## config.mk

```make
export PLATFORM = sky130hd
export DESIGN_NAME = rcb_frl_crc_framer
export DESIGN_NICKNAME = d
export VERILOG_FILES = /design/src/rtl/rcb_frl_crc_framer_pkg.sv /design/src/rtl/rcb_frl_crc_framer_crc_gen.sv /design/src/rtl/rcb_frl_crc_framer.sv
export SDC_FILE = /design/constraint.sdc
export NUM_CORES = 1
export LEC_CHECK = 0
export CORE_MARGIN = 4
export CORE_UTILIZATION = 29
export CTS_BUF_LIST = sky130_fd_sc_hd__clkbuf_8
export DETAILED_ROUTE_END_ITERATION = 10
export PLACE_DENSITY = 0.57
export SLEW_MARGIN = 20
export SYNTH_ARGS = -nofsm -noshare
export SYNTH_HDL_FRONTEND = slang
export SYNTH_SLANG_ARGS = --single-unit
```

## constraint.sdc

```tcl
create_clock -name CLK -period 8.1 [get_ports CLK]
set_clock_uncertainty 0.05 [all_clocks]
set_input_delay 1.62 -clock CLK [delete_from_list [all_inputs] [get_ports CLK]]
set_output_delay 1.62 -clock CLK [all_outputs]
set_load 0.1 [all_outputs]
```

## src/rtl/rcb_frl_crc_framer_pkg.sv

```systemverilog
// Shared FRL framer definitions: FSM encoding, frame geometry, sync byte and CRC polynomial.
package rcb_frl_crc_framer_pkg;

    localparam int unsigned FRAME_PAYLOAD_BYTES = 6;
    localparam logic [2:0]  LAST_IDX            = 3'(FRAME_PAYLOAD_BYTES - 1);
    localparam logic [7:0]  DEFAULT_SYNC_BYTE   = 8'hF5;
    localparam logic [7:0]  CRC8_POLY           = 8'hD5;

    typedef enum logic [2:0] {
        StCollect = 3'd0,
        StCalc    = 3'd1,
        StSync    = 3'd2,
        StData    = 3'd3,
        StCrc     = 3'd4
    } frl_state_e;

    function automatic logic [7:0] frl_payload_byte(input logic [47:0] d, input logic [2:0] k);
        logic [7:0] b;
        b = 8'h00;
        case (k)
            3'd0:    b = d[7:0];
            3'd1:    b = d[15:8];
            3'd2:    b = d[23:16];
            3'd3:    b = d[31:24];
            3'd4:    b = d[39:32];
            3'd5:    b = d[47:40];
            default: b = 8'h00;
        endcase
        return b;
    endfunction

endpackage

```

## src/rtl/rcb_frl_crc_framer_crc_gen.sv

```systemverilog
// Combinational CRC-8 (poly 0xD5, zero init) over the 48-bit payload word, D[47] shifted in first.
module RCB_FRL_CRC_gen
    import rcb_frl_crc_framer_pkg::*;
(
    input  logic [47:0] i_data,
    output logic [7:0]  o_crc
);

    logic [7:0] w_acc;

    always_comb begin
        w_acc = 8'h00;
        for (int i = 47; i >= 0; i--) begin
            if (w_acc[7] ^ i_data[i]) begin
                w_acc = {w_acc[6:0], 1'b0} ^ CRC8_POLY;
            end else begin
                w_acc = {w_acc[6:0], 1'b0};
            end
        end
    end

    assign o_crc = w_acc;

endmodule

```

## src/rtl/rcb_frl_crc_framer.sv

```systemverilog
// Collects six payload bytes, appends a CRC-8 and streams the frame (optional sync byte first).
module rcb_frl_crc_framer
    import rcb_frl_crc_framer_pkg::*;
#(
    parameter bit         SYNC_EN   = 1'b1,
    parameter logic [7:0] SYNC_BYTE = DEFAULT_SYNC_BYTE
) (
    input  logic        CLK,
    input  logic        RST_N,
    input  logic [7:0]  IN_DATA,
    input  logic        IN_VALID,
    output logic        IN_READY,
    input  logic        IN_ABORT,
    output logic [7:0]  OUT_DATA,
    output logic        OUT_VALID,
    input  logic        OUT_READY,
    output logic        OUT_SOF,
    output logic        OUT_EOF,
    output logic        BUSY,
    output logic [15:0] FRAME_CNT
);

    frl_state_e  r_state;
    logic [2:0]  r_idx;
    logic [47:0] r_data;
    logic [7:0]  r_crc;
    logic [7:0]  r_out_data;
    logic        r_out_valid;
    logic        r_out_sof;
    logic        r_out_eof;
    logic        r_in_ready;
    logic [15:0] r_frame_cnt;

    logic [7:0]  w_crc;
    logic        w_in_fire;
    logic        w_out_fire;

    RCB_FRL_CRC_gen u_crc_gen (
        .i_data (r_data),
        .o_crc  (w_crc)
    );

    assign w_in_fire  = IN_VALID & r_in_ready;
    assign w_out_fire = r_out_valid & OUT_READY;

    // r_idx counts accepted bytes in StCollect and emitted payload bytes in StData.
    always_ff @(posedge CLK or negedge RST_N) begin
        if (!RST_N) begin
            r_state     <= StCollect;
            r_idx       <= 3'd0;
            r_data      <= 48'h0;
            r_crc       <= 8'h00;
            r_out_data  <= 8'h00;
            r_out_valid <= 1'b0;
            r_out_sof   <= 1'b0;
            r_out_eof   <= 1'b0;
            r_in_ready  <= 1'b0;
            r_frame_cnt <= 16'h0000;
        end else begin
            case (r_state)
                StCollect: begin
                    r_in_ready <= 1'b1;
                    if (IN_ABORT) begin
                        r_idx <= 3'd0;
                    end else if (w_in_fire) begin
                        r_data[{r_idx, 3'b000} +: 8] <= IN_DATA;
                        if (r_idx == LAST_IDX) begin
                            r_idx      <= 3'd0;
                            r_in_ready <= 1'b0;
                            r_state    <= StCalc;
                        end else begin
                            r_idx <= r_idx + 3'd1;
                        end
                    end
                end
                StCalc: begin
                    r_crc       <= w_crc;
                    r_out_valid <= 1'b1;
                    r_out_sof   <= 1'b1;
                    if (SYNC_EN) begin
                        r_out_data <= SYNC_BYTE;
                        r_state    <= StSync;
                    end else begin
                        r_out_data <= r_data[7:0];
                        r_state    <= StData;
                    end
                end
                StSync: begin
                    if (w_out_fire) begin
                        r_out_data <= r_data[7:0];
                        r_out_sof  <= 1'b0;
                        r_state    <= StData;
                    end
                end
                StData: begin
                    if (w_out_fire) begin
                        r_out_sof <= 1'b0;
                        if (r_idx == LAST_IDX) begin
                            r_out_data <= r_crc;
                            r_out_eof  <= 1'b1;
                            r_state    <= StCrc;
                        end else begin
                            r_idx      <= r_idx + 3'd1;
                            r_out_data <= frl_payload_byte(r_data, r_idx + 3'd1);
                        end
                    end
                end
                StCrc: begin
                    if (w_out_fire) begin
                        r_out_valid <= 1'b0;
                        r_out_eof   <= 1'b0;
                        r_out_data  <= 8'h00;
                        r_idx       <= 3'd0;
                        r_frame_cnt <= r_frame_cnt + 16'd1;
                        r_in_ready  <= 1'b1;
                        r_state     <= StCollect;
                    end
                end
                default: begin
                    r_state <= StCollect;
                end
            endcase
        end
    end

    assign IN_READY  = r_in_ready;
    assign OUT_DATA  = r_out_data;
    assign OUT_VALID = r_out_valid;
    assign OUT_SOF   = r_out_sof;
    assign OUT_EOF   = r_out_eof;
    assign FRAME_CNT = r_frame_cnt;
    assign BUSY      = (r_state != StCollect) || (r_idx != 3'd0);

endmodule
```

Yosys cells after proc, flatten, opt, wreduce, memory -nomap -nowiden
Cells that the tools add are included.
{"block": "word_totals", "ff_bits": 90, "inputBits": 13, "out_inout_bits": 29, "wordCells": 233}
{"block": "classes", "add_sub_neg": 3, "n_eq_ne": 20, "shifts": 2, "n_mux": 80, "n_bitwise": 97, "n_reduce_logical": 21}
{"cell": "8-bit 2-to-1 mux", "n": 52}
{"cell": "5-bit NOT", "n": 47}
{"cell": "48-bit bitwise mux", "n": 1}
{"cell": "8-bit case mux with 6 select lines", "n": 1}
{"cell": "8-bit by 8-bit variable shift with 48-bit output (first input constant)", "n": 1}
{"cell": "8-bit by 8-bit variable part select with 48-bit output", "n": 1}
{"cell": "1-bit bitwise XOR", "n": 47}
{"cell": "3-bit 2-to-1 mux", "n": 12}
{"cell": "8-bit case mux with 4 select lines", "n": 1}
{"cell": "16-bit by 1-bit adder with 16-bit output (second input constant)", "n": 1}
{"cell": "2-bit != test (second input constant)", "n": 8}
{"cell": "3-bit case mux with 5 select lines", "n": 1}
{"cell": "3-bit by 2-bit equality test with 1-bit output (second input constant)", "n": 4}
{"cell": "3-bit equality test (second input constant)", "n": 4}
{"cell": "3-bit case mux with 3 select lines", "n": 1}
{"cell": "3-bit nonzero test", "n": 3}
{"cell": "6-bit negation with 8-bit output", "n": 1}
{"cell": "1-bit case mux with 2 select lines", "n": 4}
{"cell": "2-bit AND reduction", "n": 4}
{"cell": "4-bit AND reduction", "n": 2}
{"cell": "2-bit nonzero test", "n": 4}
{"cell": "1-bit 2-to-1 mux", "n": 7}
{"cell": "7-bit AND reduction", "n": 1}
{"cell": "3-bit by 1-bit equality test with 1-bit output (second input constant)", "n": 2}
{"cell": "other kinds (11)", "n": 13}

Longest topological paths before layout
Gate-level depths: netlist of run 1.
{"block": "depth", "depth_word": 95, "depth_mapped": 11}

Modules after synthesis
Synthesis of run 1 repeated with hierarchy kept, for this count alone.
{"block": "hier_totals", "cells_unflattened": 615, "area_unflattened_um2": 6891.6}
{"mod": "rcb_frl_crc_framer", "n_inst": 1, "cells_each": 447, "area_each_um2": 4613.2, "seq_area_each_um2": 2252.2}
{"mod": "RCB_FRL_CRC_gen", "n_inst": 1, "cells_each": 168, "area_each_um2": 2278.4, "seq_area_each_um2": 0.0}

Worst setup path before layout of run 1
Ideal clock, no wire load.
{"block": "synth_timing", "kind": "register -> register", "start": "register r_data[43]", "end": "register r_crc[0]", "setup_time_ps": 129, "t_arrival_ps": 3391, "required_ps": 7921, "slack_ps": 4530, "path_stages_with_launch": 12, "n_path_buf": 1, "period_less_slack_ps": 3570, "path_cell_list": "dfrtp_1 -> buf_4 -> xnor3_1 -> xnor2_1 -> xnor3_2 -> xnor2_1 -> xor2_1 -> xnor3_1 -> xnor3_1 -> xnor2_1 -> xnor2_1 -> o21ai_1"}
{"block": "synth_between", "elab_chain_len": 88, "word_cells_on_any_way": 130, "classes_between": "44 x mux; 86 x bitwise"}
{"item": "start: declaration", "line": "rcb_frl_crc_framer.sv:25", "text": "logic [47:0] r_data;"}
{"item": "start signal: assignment", "line": "rcb_frl_crc_framer.sv:51", "text": "r_data <= 48'h0;"}
{"item": "start signal: indexed assignment", "line": "rcb_frl_crc_framer.sv:66", "text": "r_data[{r_idx, 3'b000} +: 8] <= IN_DATA;"}
{"item": "1-bit bitwise XOR (*)", "line": "rcb_frl_crc_framer_crc_gen.sv:14", "text": "if (w_acc[7] ^ i_data[i]) begin"}
{"item": "8-bit 2-to-1 mux (*)", "line": "rcb_frl_crc_framer_crc_gen.sv:14"}
{"item": "1-bit bitwise XOR or 5-bit NOT (tied branches)"}
{"item": "8-bit 2-to-1 mux (*)", "line": "rcb_frl_crc_framer_crc_gen.sv:14"}
{"item": "1-bit bitwise XOR or 5-bit NOT (tied branches)"}
{"item": "8-bit 2-to-1 mux (*)", "line": "rcb_frl_crc_framer_crc_gen.sv:14"}
{"item": "1-bit bitwise XOR or 5-bit NOT (tied branches)"}
{"item": "8-bit 2-to-1 mux (*)", "line": "rcb_frl_crc_framer_crc_gen.sv:14"}
{"item": "[... 72 more ...]"}
{"item": "1-bit bitwise XOR or 5-bit NOT (tied branches)"}
{"item": "8-bit 2-to-1 mux (*)", "line": "rcb_frl_crc_framer_crc_gen.sv:14"}
{"item": "1-bit bitwise XOR or 5-bit NOT (tied branches)"}
{"item": "8-bit 2-to-1 mux (*)", "line": "rcb_frl_crc_framer_crc_gen.sv:14"}
{"item": "1-bit bitwise XOR or 5-bit NOT (tied branches)"}
{"item": "8-bit 2-to-1 mux (*)", "line": "rcb_frl_crc_framer_crc_gen.sv:14"}
{"item": "1-bit bitwise XOR (*)", "line": "rcb_frl_crc_framer_crc_gen.sv:14"}
{"item": "8-bit 2-to-1 mux (*)", "line": "rcb_frl_crc_framer_crc_gen.sv:14"}
{"item": "end signal: assignment", "line": "rcb_frl_crc_framer.sv:77", "text": "r_crc <= w_crc;"}
{"item": "end: declaration", "line": "rcb_frl_crc_framer.sv:26", "text": "logic [7:0] r_crc;"}
Mark *: on every way between the ends. The rest lies on a longest branch, timed or not.
A chain may end at the register's enable or synchronous reset.

Worst setup path after layout of run 1
{"block": "layout_timing", "start": "register r_idx[0]", "end": "output port BUSY"}
{"block": "layout_between", "elab_chain_len": 2}
{"item": "start: declaration", "line": "rcb_frl_crc_framer.sv:24", "text": "logic [2:0] r_idx;"}
{"item": "start signal: assignment", "line": "rcb_frl_crc_framer.sv:72", "text": "r_idx <= r_idx + 3'd1;"}
{"item": "start signal: assignment", "line": "rcb_frl_crc_framer.sv:103", "text": "r_idx <= r_idx + 3'd1;"}
{"item": "3-bit nonzero test", "line": "rcb_frl_crc_framer.sv:132", "text": "assign BUSY = (r_state != StCollect) || (r_idx != 3'd0);"}
{"item": "1-bit logical OR", "line": "rcb_frl_crc_framer.sv:132"}
{"item": "end: declaration", "line": "rcb_frl_crc_framer.sv:19", "text": "output logic BUSY,"}
No other way between the ends.

==> run metrics, run 1 <==
Max clock buf depth=2; largest net degree at the start of global routing=75; most frequent cell after synthesis=dfrtp_1; Post-synth EDFFs=0; RR Endpoint=r_crc[3]; vias in the first global route=4,313; Routed Antenna Nets=0; Syn Inst Count=564; Worst slew margin=28.6%; Inserted Clock Buffers=9; area leader, netlist=dfrtp_1; crit start category=register; Hold EP=FRAME_CNT[15]; post-synthesis sequential area ratio=37.6%; fin crit period=4920 ps; final hold vios=0; clk sink count=90; GRT Overall Usage=13.9%; Critical Path Slowest Stage Cell=clkdlybuf4s50_1; hold depth=1; diode count=0; Synth Register Bits=90; Layout Nets=615; FFs w/ async S/R, synth=100%; DRT iter0 DRCs=314; Yosys top cell area share=37.6%; Reg clk slew, reported paths=80 ps; Max Slew Vio Count=0; post-DR vias/cell=4.93; WP buf/inv=2; reg2reg setup slack=4010 ps; top cells by count, synth=dfrtp_1, xnor2_1, nand2_1, o21ai_0, mux2_2; RSZ-0062 raised after global routing=false; TNS Setup=0 ps; synthesized cell area=0.00599 mm^2; filler cell count=2,052; H-tree lvl count=3; first-pass GRT wire length=24,600 um; IO Count=42; vias post-DR=4,282; period utilization=60.7%; Die ar.=0.0230 mm^2; crit path DAT=3250 ps; Largest stage delay, worst path=1130 ps; Netlist cell types=47; hpwl dp=11,700 um; DRC=0; DIE WIDTH=152 um; Area growth, synth to finish=14.7%; status=complete, no violations; hold path start=FRAME_CNT[15]; core area=0.0203 mm^2; Avg WL per Cell=17.6 um; Detailed Routing Iterations Pass 1=5; Skew-Pair Late Insertion Delay=360 ps; worst r2r src=r_data[43]; syn avg cell area=10.6 um^2; clk root buf=clkbuf_8; critical path's top delay family=buffers and inverters; initial antenna violation count=0; WP data required=6430 ps; total grt overflow=0; layout cells sized above 1=12.2%; row count=52; total length of routed wires=15,300 um; Hold Path Class=reg -> reg; Primary FF master, synth=dfrtp_1; initial core utilization=29.5%; Crit Path Category=reg -> out; Worst Setup End Kind=output pin; TritonCTS clock tree=built; DIE HEIGHT=152 um; Synthesized Nets=584; Area contributors post-synth=dfrtp_1, xnor2_1, xnor3_1, mux2_2, xor2_1; CTS resizes=0; Yosys warning count=0; Placer Congestion=0.924; setup bufs post-CTS=0; reg2reg path depth=10; Achievable Freq=203 MHz; slew at the pin closest to its max-slew limit=1060 ps; most frequent cell on the critical path=ha_1; cts hold-fix bufs=0; worst-path maximum fanout=17; max cap viols=0; final setup vio count=0; IO buf count=41; CP cell instances=inv_1, ha_1, ha_1, nand2_1, clkdlybuf4s50_1
## flip-flops by register name (all words and copies together), names as in the netlist
| signal | cells |
|---|---|
| OUT_EOF | 1 |
| FRAME_CNT | 16 |
| OUT_DATA | 8 |
| OUT_VALID | 1 |
| r_crc | 8 |
| r_state | 3 |
| r_idx | 3 |
| r_data | 48 |
| OUT_SOF | 1 |
| IN_READY | 1 |
## layer usage
| metal | part of all wire [%] | track usage [%] | routed length, um | vias up |
|---|---|---|---|---|
| met1 | 45 | 19.0 | 6900 | 2123 |
| met2 | 49 | 23.2 | 7480 | 128 |
| met4 | 2.0 | 4.04 | 311 | 0 |
| li1 | - | - | - | 2008 |
| met5 | 0 | 0 | 0 | - |
| met3 | 3.9 | 1.70 | 603 | 23 |
## layout make-up
type	count	area, um^2	share of cell area, %
timing repair buffer	43	423	6.16
inverter	13	48.8	0.711
multi-input combinational	438	3620	52.7
clock inverter	6	61.3	0.893
clock buffer	9	124	1.80
sequential	90	2250	32.8
tap	270	338	4.92
## per-stage QoR
stage                     hold WS, ps  worst slack, ps  area, um^2  cells  utilization (%)
after detailed placement          421             3680        6660    854             32.8
after global routing              458             3050        6860    869             33.8
after global placement            403             3740        6660    854             32.8
final                             437             3180        6860    869             33.8
after CTS                         441             3250        6850    869             33.7
after floorplan                   389             4530        5990    564                -
## cells by family (layout without fill, tap and decap cells)
logic type               Yosys count  count (layout)  synth area share, %
flip-flops                        90              90                 37.6
adder cells (fa/ha/maj)            7               7                 1.46
AO/OA/AOI/OAI                    100             100                 10.1
XOR/XNOR                         154             154                 31.2
buffers and inverters             36              71                 2.36
AND/OR/NAND/NOR                  142             142                 10.6
multiplexers                      35              35                 6.58
## placed cells by master (no fill, tap or decap), drive strengths merged, types with 3 or more instances in the layout
cell type,instances
a21oi,16
a22oi,11
a31oi,6
and3,5
buf,3
clkbuf,9
clkdlybuf4s50,40
dfrtp,90
ha,7
inv,15
mux2,35
nand2,69
nand2b,3
nand3,12
nand4,5
nor2,22
nor2b,5
nor3,13
o21ai,48
xnor2,88
xnor3,26
xor2,36
xor3,4
## worst max-delay path by stage
| stage | startpoint | endpoint | slack (ps) | cells after the start |
|---|---|---|---|---|
| 3_3_place_gp | r_idx[0] | BUSY | 3740 | 5 |
| 2_1_floorplan | r_data[43] | r_crc[0] | 4530 | 11 |
| 6_report | r_idx[0] | BUSY | 3180 | 5 |
| 5_1_grt | r_idx[0] | BUSY | 3050 | 5 |
| 3_5_place_dp | r_idx[0] | BUSY | 3680 | 5 |
| 4_1_cts | r_idx[0] | BUSY | 3250 | 5 |
Power of run 1 is not shown: default switching activity piles up to over one toggle a cycle in this logic, so the estimate is an artifact.
==> run 2, diff against run 1 <==
==> constraint.sdc (replaced) <==
create_clock -name CLK -period 4.97 [get_ports CLK]
set_clock_uncertainty 0.05 [all_clocks]
set_input_delay 0.994 -clock CLK [delete_from_list [all_inputs] [get_ports CLK]]
set_output_delay 0.994 -clock CLK [all_outputs]
set_load 0.1 [all_outputs]
==> run 2 against run 1 <==
  * First-iteration DRC count grew 14%
  * Non-clock buffer count grew 1
  * Critical path depth grew 5
  * Highest routed layer unchanged
  * Clock-buffer cell count grew 1
  * Die area is the same
  * Register-to-register slack lost 2900 ps
  * Flip-flop and latch count is the same
  * Worst setup slack lost 2100 ps
==> run metrics, run 2 (synthesized netlist as in run 1, its figures left out) <==
status=complete, no violations; Worst slew margin=21.5% (-7.1 points); filler cell count=2,084 (+1.6%); Biggest register=r_data; slew at the pin closest to its max-slew limit=1170 ps (+106 ps); fin crit period=3880 ps; diode count=0 (unchanged); met2 WL=7600 um (+1.6%); max FFs per register=48 (unchanged); Inserted Clock Buffers=9 (unchanged); largest net degree at the start of global routing=57 (-24%); WP data required=5160 ps (-1270 ps); reg2reg path depth=10 (unchanged); max cap viols=0 (unchanged); Area growth, synth to finish=14.8%; Place WS=1080 ps (-2600 ps); commonest non-fill, non-tap cells in the layout=dfrtp_1, xnor2_1, nand2_1; vias post-DR=4,256 (-0.61%); post-DR vias/cell=4.89 (-0.72%); final hold vios=0 (unchanged); crit path DAT=4080 ps (+830 ps); final setup vio count=0 (unchanged); wire length on met3=589 um (-2.3%); Reg clk slew, reported paths=90 ps (about the same); IO Count=42 (unchanged); worst-path maximum fanout=3 (-14); most frequent cell on the critical path=xnor2_1; hold path start=r_crc[5]; H-tree lvl count=3 (unchanged); Routed Antenna Nets=0 (unchanged); TNS Setup=0 ps (unchanged); reg2reg setup slack=1090 ps (-2920 ps); Placer Congestion=0.946 (+2.4%); worst r2r src=r_data[41]; Max clock buf depth=2 (unchanged); met1 WL=7030 um (+1.9%); Skew-Pair Late Insertion Delay=370 ps (about the same); hpwl dp=12,100 um (+3.0%); Max Slew Vio Count=0 (unchanged); clk sink count=90 (unchanged); total grt overflow=0 (unchanged); first-pass GRT wire length=25,000 um (+1.7%); setup bufs post-CTS=0 (unchanged); core area=0.0203 mm^2 (unchanged); IO buf count=41 (unchanged); Crit Path Category=reg -> reg; initial core utilization=29.5% (unchanged); DIE HEIGHT=152 um (unchanged); hold depth=2 (+1); DIE WIDTH=152 um (unchanged); initial antenna violation count=0 (unchanged); Layout Nets=616 (+0.16%); row count=52 (unchanged); total length of routed wires=15,600 um (+2.1%); GRT Overall Usage=14.2% (+0.28 points); Hold EP=r_crc[5]; Worst Setup End Kind=register; vias in the first global route=4,366 (+1.2%); commonest non-fill, non-tap cell in the layout=dfrtp_1; DRT iter0 DRCs=358 (+14%); RSZ-0062 raised after global routing=false; setup slack after layout=1090 ps (-2090 ps); clk root buf=clkbuf_8; RR Endpoint=r_crc[0]; Hold Path Class=reg -> reg; crit start category=register; Avg WL per Cell=18.0 um (+2.0%); TritonCTS clock tree=built; cts hold-fix bufs=0 (unchanged); Critical Path Slowest Stage Cell=xnor3_1; CP cell instances=xnor3_1, xnor2_1, xnor3_2, xnor2_1, xor2_1, xnor3_1, xnor3_1, xnor2_1, xnor2_1, o21ai_1; Top Metal Used=met4; Achievable Freq=258 MHz; CTS resizes=0 (unchanged); DRC=0 (unchanged); Detailed Routing Iterations Pass 1=4 (-1); layout cells sized above 1=12.5% (+0.31 points); period utilization=78.1%; Die ar.=0.0230 mm^2 (unchanged); Largest stage delay, worst path=530 ps (-600 ps)
[run 2: cell count changes in the layout (fill, tap and decap cells not counted)]
| cell | previous run | this run |
|---|---|---|
| buf_4 | 3 | 5 |
| inv_1 | 15 | 14 |
| clkinvlp_4 | 2 | 3 |
| clkbuf_8 | 9 | 10 |
| clkinv_4 | 1 | 0 |
| nor3_2 | 1 | 0 |
| nor3_1 | 12 | 13 |
| clkdlybuf4s50_1 | 40 | 39 |
[run 2: layer usage]
metal,vias to the layer above,global-route usage (%)
li1,1997,-
met1,2120,18.9
met2,112,23.4
met3,27,2.05
met4,0,5.21
met5,-,0
[run 2: stage by stage]
step / utilization (%) / area [um^2] / hold WS (ps) / cells
after global routing: 33.9 / 6870 / 461 / 870
after floorplan: - / 5990 / 389 / 564
after detailed placement: 32.9 / 6670 / 418 / 855
after global placement: 32.8 / 6670 / 412 / 855
final: 33.9 / 6870 / 437 / 870
after CTS: 33.8 / 6870 / 437 / 870
[run 2: how the worst max path moves through the flow]
| stage | slack [ps] | to | depth (start not counted) | from |
|---|---|---|---|---|
| floorplan | 1400 | r_crc[0] | 11 | r_data[43] |
| global placement | 1110 | r_crc[3] | 10 | r_data[45] |
| detailed placement | 1080 | r_crc[0] | 10 | r_data[43] |
| CTS | 1060 | r_crc[0] | 10 | r_data[43] |
| global route | 870 | r_crc[0] | 10 | r_data[43] |
| finish | 1090 | r_crc[0] | 10 | r_data[41] |
[run 2: area by class of cell]
type / instances / area (um^2) / share of cell area [%]
repair buffers: 44 / 428 / 6.23
flip-flops and latches: 90 / 2250 / 32.8
multi-input cells: 438 / 3610 / 52.5
clock buffers: 10 / 138 / 2.00
clock inverters: 5 / 56.3 / 0.819
inverters: 13 / 48.8 / 0.710
well taps: 270 / 338 / 4.92
[run 2: critical path: cells and delay by family, from the launching register on]
family	cells	cell delay, ps
DFF	1	470
AOI/OAI and AO/OA	1	70
xor gates and xnor gates	9	3180
Power of run 2 is left out for the same reason.
==> run 3, diff against run 2 <==
--- a/config.mk
+++ b/config.mk
@@ -9,7 +9,7 @@
 export CORE_UTILIZATION = 29
 export CTS_BUF_LIST = sky130_fd_sc_hd__clkbuf_8
 export DETAILED_ROUTE_END_ITERATION = 10
-export PLACE_DENSITY = 0.57
+export PLACE_DENSITY = 0.59
 export SLEW_MARGIN = 20
 export SYNTH_ARGS = -nofsm -noshare
 export SYNTH_HDL_FRONTEND = slang
==> constraint.sdc (replaced) <==
create_clock -name CLK -period 3.4 [get_ports CLK]
set_clock_uncertainty 0.05 [all_clocks]
set_input_delay 0.68 -clock CLK [delete_from_list [all_inputs] [get_ports CLK]]
set_output_delay 0.68 -clock CLK [all_outputs]
set_load 0.1 [all_outputs]
==> run 3 against run 2 <==
  * The run now ends with negative setup slack left
  * Hold slack worse by 200 ps
  * Via count up 5.7%
  * Final cell count up 8.2%
  * First-iteration DRC count down 35%
  * Sequential share of layout area down 3.0 points
  * Register-to-register slack worse by 1100 ps
  * Global-route usage up 0.060 points
==> run metrics, run 3 (synthesized netlist as in run 1, its figures left out) <==
clk root buf=clkbuf_8; Max Slew Vio Count=0 (unchanged); failing checks=negative setup slack; DRC=0 (unchanged); max FFs per register=48 (unchanged); period utilization=101% (+23 points); hpwl dp=12,100 um (+0.21%); vias in the first global route=4,403 (+0.85%); slew at the pin closest to its max-slew limit=728 ps (-440 ps); H-tree lvl count=3 (unchanged); Worst Setup End Kind=register; GRT met1 Usage=20.2% (+1.3 points); TritonCTS clock tree=built; row count=52 (unchanged); vias post-DR=4,497 (+5.7%); GRT busiest layer=met2; Achievable Freq=292 MHz (+13%); Crit Path Category=reg -> reg; Layout Nets=686 (+11%); IO Count=42 (unchanged); first-pass GRT wire length=25,000 um (-0.16%); met2 Resource Use GR=22.1% (-1.3 points); final setup vio count=2 (+2); core area=0.0203 mm^2 (unchanged); filler cell count=2,055 (-1.4%); Max clock buf depth=2 (unchanged); final core area utilization=37.4% (+3.5 points); Avg WL per Cell=16.9 um (-5.9%); WP data required=3610 ps (-1550 ps); Biggest register=r_data; crit start category=register; Hold Path Class=in -> async; final cell count without fillers=941 (+8.2%); crit path DAT=3640 ps (-440 ps); DIE WIDTH=152 um (unchanged); cts hold-fix bufs=0 (unchanged); largest net degree at the start of global routing=49 (-14%); diode count=0 (unchanged); layout cells sized above 1=30.3% (+18 points); Detailed Routing Iterations Pass 1=7 (+3); total grt overflow=0 (unchanged); final hold vios=0 (unchanged); met3 GRT Util=1.75% (-0.30 points); clk sink count=90 (unchanged); setup slack after layout=-28.9 ps (-1120 ps); max cap viols=0 (unchanged); Area growth, synth to finish=26.7%; RSZ-0062 raised after global routing=true; Die ar.=0.0230 mm^2 (unchanged); Inserted Clock Buffers=9 (unchanged); commonest non-fill, non-tap cells in the layout=buf_4, dfrtp_1, nand2_1; placed insts=918 (+7.4%); total length of routed wires=15,900 um (+1.7%); commonest non-fill, non-tap cell in the layout=buf_4; post-DR vias/cell=4.78 (-2.3%); Placer Congestion=0.888 (-6.1%); IO buf count=41 (unchanged); fin crit period=3430 ps (-455 ps); GRT Overall Usage=14.2% (+0.060 points); Routed Antenna Nets=0 (unchanged); DRT iter0 DRCs=234 (-35%); worst-path maximum fanout=3 (unchanged); initial core utilization=29.5% (unchanged); Reg clk slew, reported paths=100 ps (about the same); Skew-Pair Late Insertion Delay=380 ps (about the same); initial antenna violation count=0 (unchanged); DIE HEIGHT=152 um (unchanged); Worst slew margin=51.2% (+30 points); status=finished with violations
[run 3: cell types whose count changed in the layout (fill, tap and decap cells not counted), moves of 4 or more]
cell             before  now
buf_4                 5   96
xnor2_1              82   66
xor2_1               33   28
buf_6                 0    4
clkdlybuf4s50_1      39   11
xor2_2                3    7
xnor2_2               4   19
[run 3: area by class of cell]
class	count	area (um^2)	area share (%)
multi-input combinational	438	3780	49.9
tap	270	338	4.45
sequential	90	2260	29.7
clock inverter	7	98.8	1.30
inverter	13	48.8	0.643
clock buffer	9	124	1.63
timing repair buffer	114	936	12.3
[run 3: metrics by stage]
step / setup TNS, ps / hold slack (ps) / worst slack, ps / cell area, um^2
final: -41.0 / 237 / -28.9 / 7590
after CTS: -140 / 245 / -42.1 / 7420
after floorplan: 0 / 334 / 4.65 / 6020
after global placement: -80.1 / 412 / -38.4 / 7130
after detailed placement: -475 / 414 / -121 / 7130
after global routing: -635 / 267 / -141 / 7590
[run 3: worst paths after layout]
path                       depth (start not counted)            end  slack, ps           from
setup reg to reg                                  12       r_crc[0]        -30     r_data[43]
setup / recovery                                  12       r_crc[0]        -30     r_data[43]
hold reg to reg                                    1  FRAME_CNT[15]        430  FRAME_CNT[15]
min in group CLK                                   1  FRAME_CNT[15]        430  FRAME_CNT[15]
hold / removal                                     1  FRAME_CNT[15]        240          RST_N
max in group asynchronous                          2     r_data[43]       2360          RST_N
[run 3: critical path, cell delays in order, from the launching register on]
cell     delay [ps]
dfrtp_2         440
xnor3_2         460
xnor2_2         230
xnor2_2         150
buf_4           160
xor3_1          300
xnor3_2         430
xnor2_2         160
buf_4           140
xnor3_1         370
xnor2_1         210
xnor2_1         140
o21ai_1          80
[run 3: metal layers]
layer / vias up / share of wire [%]
li1: 2145 / -
met1: 2209 / 46
met2: 117 / 47
met3: 26 / 4.1
met4: 0 / 2.5
met5: - / 0
[run 3: timing repair]
action / in CTS / in global routing
resized for setup: 8 / 20
buffers inserted: 2 / 5
setup endpoints to repair: 7 / 8
pin swaps: 5 / 9
Power of run 3 is left out for the same reason.
